===== src/rtl/smoldvi_pixclk_gen.sv =====
// smoldvi_pixclk_gen: DDR pixel-clock pattern generator that always emits whole periods.
// Define SMOLDVI_PIXCLK_PHASE_ADJ_EN to enable +1-bit phase steps via phase_inc.
module smoldvi_pixclk_gen #(
    parameter int RATIO = 10,
    parameter int HIGH_BITS = RATIO / 2
) (
    input  logic clk_x5,
    input  logic rst_n_x5,
    input  logic en,
    input  logic phase_inc,
    output logic qp_d0,
    output logic qp_d1,
    output logic qn_d0,
    output logic qn_d1,
    output logic running,
    output logic period_start,
    output logic phase_busy
);
    localparam int W = $clog2(RATIO);
    localparam logic [W-1:0] LAST = W'(RATIO - 2);
    localparam logic [W:0] R = (W + 1)'(RATIO);
    localparam logic [W:0] HB = (W + 1)'(HIGH_BITS);

    typedef enum logic [1:0] {STOPPED, RUNNING, STOPPING} state_t;

    state_t state, nxt;
    logic [W-1:0] pos, pos_nxt, ph;
    logic wrap, act, b0, b1;

    function automatic logic bit_at(input logic [W:0] i, input logic [W-1:0] p);
        logic [W:0] s;
        s = i + {1'b0, p};
        s = (s >= R) ? s - R : s;
        return s < HB;
    endfunction

    assign wrap = pos == LAST;
    assign act = state != STOPPED;
    assign b0 = bit_at({1'b0, pos}, ph);
    assign b1 = bit_at({1'b0, pos} + (W + 1)'(1), ph);

    always_comb begin
        nxt = state;
        unique case (state)
            STOPPED:  nxt = en ? RUNNING : STOPPED;
            RUNNING:  nxt = en ? RUNNING : STOPPING;
            STOPPING: nxt = en ? RUNNING : (wrap ? STOPPED : STOPPING);
            default:  nxt = STOPPED;
        endcase
        pos_nxt = (!act || wrap) ? '0 : pos + W'(2);
    end

    always_ff @(posedge clk_x5 or negedge rst_n_x5) begin
        if (!rst_n_x5) begin
            state <= STOPPED;
            pos <= '0;
        end else begin
            state <= nxt;
            pos <= pos_nxt;
        end
    end

    always_ff @(posedge clk_x5 or negedge rst_n_x5) begin
        if (!rst_n_x5) begin
            qp_d0 <= 1'b0;
            qp_d1 <= 1'b0;
            qn_d0 <= 1'b0;
            qn_d1 <= 1'b0;
            running <= 1'b0;
            period_start <= 1'b0;
        end else begin
            qp_d0 <= act & b0;
            qp_d1 <= act & b1;
            qn_d0 <= act & ~b0;
            qn_d1 <= act & ~b1;
            running <= act;
            period_start <= act && pos == '0;
        end
    end

`ifdef SMOLDVI_PIXCLK_PHASE_ADJ_EN
    logic pending;

    // Phase only moves between periods so no runt pulse is ever emitted.
    always_ff @(posedge clk_x5 or negedge rst_n_x5) begin
        if (!rst_n_x5) begin
            ph <= '0;
            pending <= 1'b0;
        end else if (pending && (!act || wrap)) begin
            ph <= (ph == W'(RATIO - 1)) ? '0 : ph + W'(1);
            pending <= 1'b0;
        end else if (phase_inc) begin
            pending <= 1'b1;
        end
    end

    assign phase_busy = pending;
`else
    logic unused_phase_inc;

    assign ph = '0;
    assign phase_busy = 1'b0;
    assign unused_phase_inc = phase_inc;
`endif
endmodule


===== config.mk =====
export PLATFORM = sky130hd
export DESIGN_NAME = smoldvi_pixclk_gen
export DESIGN_NICKNAME = d
export VERILOG_FILES = /design/src/rtl/smoldvi_pixclk_gen.sv
export SDC_FILE = /design/constraint.sdc
export NUM_CORES = 1
export LEC_CHECK = 0
export CAP_MARGIN = 15
export CORE_AREA = 2 2 39 41
export DETAILED_ROUTE_END_ITERATION = 8
export DIE_AREA = 0 0 41 43
export GPL_ROUTABILITY_DRIVEN = 0
export GPL_TIMING_DRIVEN = 0
export PLACE_DENSITY_LB_ADDON = 0.3
export SETUP_SLACK_MARGIN = 0.5
export SLEW_MARGIN = 10
export SYNTH_ARGS = -nofsm -noshare
export SYNTH_HDL_FRONTEND = slang
export SYNTH_SLANG_ARGS = --single-unit
export TNS_END_PERCENT = 1

===== constraint.sdc =====
create_clock -name clk_x5 -period 2.7 [get_ports clk_x5]
set_input_delay 0.405 -clock clk_x5 [delete_from_list [all_inputs] [get_ports clk_x5]]
set_output_delay 0.405 -clock clk_x5 [all_outputs]
set_load 0.02 [all_outputs]

==> reports/metrics.cfg <==
[synthesis]
synth.most_common_cell = dfrtp_1
synth-seq-area-share = 0.535
avgSynthCellArea_um2 = 11.2
syn-instance-count = 46
synth_nets = 54
netlist_area_um2 = 514
yosysTopAreaCellShare = 0.535
synth_async_sr_flop_share = 1.00
synthFlopType = dfrtp_1
synth_area_leaders = dfrtp_1 54%, ha_1 9.7%, a21oi_1 3.9%
synth.ff_latch_count = 11
yosys.area.top_type = dfrtp_1
synth_common_cells = 11 x dfrtp_1, 5 x inv_1, 4 x a21oi_1, 4 x ha_1, 4 x nor2_1
synth-edff-count = 0
netlist-cell-type-count = 19
ys.warnings.count = 0

[pwr]
peakVddDrop_mv = 0.377
p_leak_nw = 0.305
powerDensity_nw_per_um2 = 924

[sta]
setup_tns_ns = 0
setup_viol = 0
relSlewSlack = 0.667
fin_crit_sh = 0.691
fin_crit_ns = 1.87
rsz0062_at_grt = false
clock_skew_ns = 0.00258
fmax_mhz = 536
hold_viol = 0
maxSlewViolCount = 0
worst_slew_pin_slew_ns = 0.497

[final_layout]
stdcell_area_um2 = 641
drive_gt1_frac = 0.138
antenna_cells = 0
fin_util = 0.463
nNetsFinal = 67
ff_latch_area_um2 = 275
n_fill_cell = 136
multiInputGateArea_um2 = 213
syn_to_final_growth_pct = 24.6

[detailed_routing]
wire_per_inst_um = 11.1
routed_wl_um = 823
vias_per_cell = 4.86
remaining_drc_errors = 0
drtIter0Drc = 3
dr_total_vias = 360
dr.pass1.iters = 4
detail-route-antenna-nets = 0

[status]
status = finished, final reports clean

[clocking]
h-tree-depth = 1
ctsHoldBuffers = 0
cts.sinks = 11
postCtsSetupBuffers = 0
clockBufferDepth = 2
cts-root-buf = clkbuf_4
cts_buffers = 3
cts-resized-gates = 0
cts_tree = done
clock_latency_ns = 0.27
path_clk_slew_ns = 0.06

[setup_path]
cp.required_ns = 2.86
critPathArrivalTime_ns = 2.03
path_class = flop to flop
start_kind = flop
end_kind = flop
crit_path_max_fanout = 7

[floorplanning]
die-area_um2 = 1760
core-area_um2 = 1380
io_pins = 11
rows = 14
die_h_um = 43
die_x_um = 41
start_util = 0.372

[global_routing]
antenna_found_initial = 0
grt_start_max_net_pins = 12
grt_overflow_total = 0
first_global_vias = 316
grt_pass1_wl_um = 1410
grt.total_usage = 0.139

[place]
port-buffer-count = 8
post-dp-hpwl_um = 609
dpl_cell_area_um2 = 614

[hold_path]
hp-class = input pin to asynchronous set/reset pin

[job]
cap_violations = 0

## flip-flops by register name, summed over array words and instances (netlist names)
| register | count |
|---|---|
| period_start | 1 |
| pos | 3 |
| qn_d0 | 1 |
| qn_d1 | 1 |
| qp_d0 | 1 |
| qp_d1 | 1 |
| running | 1 |
| state | 2 |
## placed cells by master, fill, tap and decap left out
cell,count
clkbuf_4,3
conb_1,1
a21boi_0,1
inv_1,5
a211oi_1,1
dfrtp_1,11
or4b_4,1
and3_1,3
nor2b_4,1
buf_4,1
nand3b_1,2
and2_1,1
nor2_1,4
clkdlybuf4s50_1,8
a21oi_1,4
clkbuf_1,1
or3b_2,1
ha_1,4
nand2b_1,2
a41oi_1,1
o21ai_0,1
or2_2,1
## cell families after synthesis
logic type / synth area share
and+or+nand+nor: 0.214
DFF: 0.535
AOI/OAI and AO/OA: 0.0949
adders and majority gates: 0.0973
buffers and inverters: 0.0511
other: 0.00729
## worst max-delay path, cell delays in order, from the launching register on
cell and delay, ns:
dfrtp_1 0.44, inv_1 0.14, ha_1 0.16, inv_1 0.04, ha_1 0.26, or4b_4 0.53
and3_1 0.19
## power breakdown
part           switching, W  internal, W  total, W
combinational      0.000120     0.000120  0.000240
clock             0.0000522    0.0000573  0.000109
sequential        0.0000321     0.000210  0.000242
## worst paths after layout
| path | startpoint | endpoint | slack (ns) | cells past startpoint |
|---|---|---|---|---|
| min in group clk_x5 | state[0]$_DFF_PN0_ | state[0]$_DFF_PN0_ | 0.50 | 1 |
| worst max register to register | pos[2]$_DFF_PN0_ | qn_d0$_DFF_PN0_ | 0.83 | 6 |
| worst min-delay path | rst_n_x5 | qn_d1$_DFF_PN0_ | 0.47 | 1 |
| max in group asynchronous | rst_n_x5 | pos[2]$_DFF_PN0_ | 1.90 | 1 |
| worst max-delay path | pos[2]$_DFF_PN0_ | qn_d0$_DFF_PN0_ | 0.83 | 6 |
| worst min register to register | state[0]$_DFF_PN0_ | state[0]$_DFF_PN0_ | 0.50 | 1 |
## through the flow
step	std cells	total power, W	hold slack (ns)	setup slack (ns)
after CTS	74	0.000604	0.483	0.817
after global routing	74	0.000649	0.489	0.725
final	74	0.000592	0.467	0.834
after floorplan	46	0.000393	0.109	0.937
after global placement	70	0.000481	0.497	0.831
after detailed placement	70	0.000490	0.501	0.833
## area by class of cell
cell class / count / share of cell area
Buffer: 1 / 0.0117
Clock buffer: 4 / 0.0410
Inverter: 5 / 0.0293
Multi-Input combinational cell: 29 / 0.332
Sequential cell: 11 / 0.430
Tap cell: 16 / 0.0313
Timing Repair Buffer: 8 / 0.125
## per-layer routing
layer | share of wire | wire, um | up-vias | GRT usage
met5 | 0 | 0 | - | 0
met4 | 0.046 | 38 | 0 | 0.140
met3 | 0.069 | 57 | 4 | 0.0942
met2 | 0.43 | 357 | 10 | 0.163
met1 | 0.45 | 369 | 167 | 0.154
li1 | - | - | 179 | -
(Power assumes the default switching activity.)
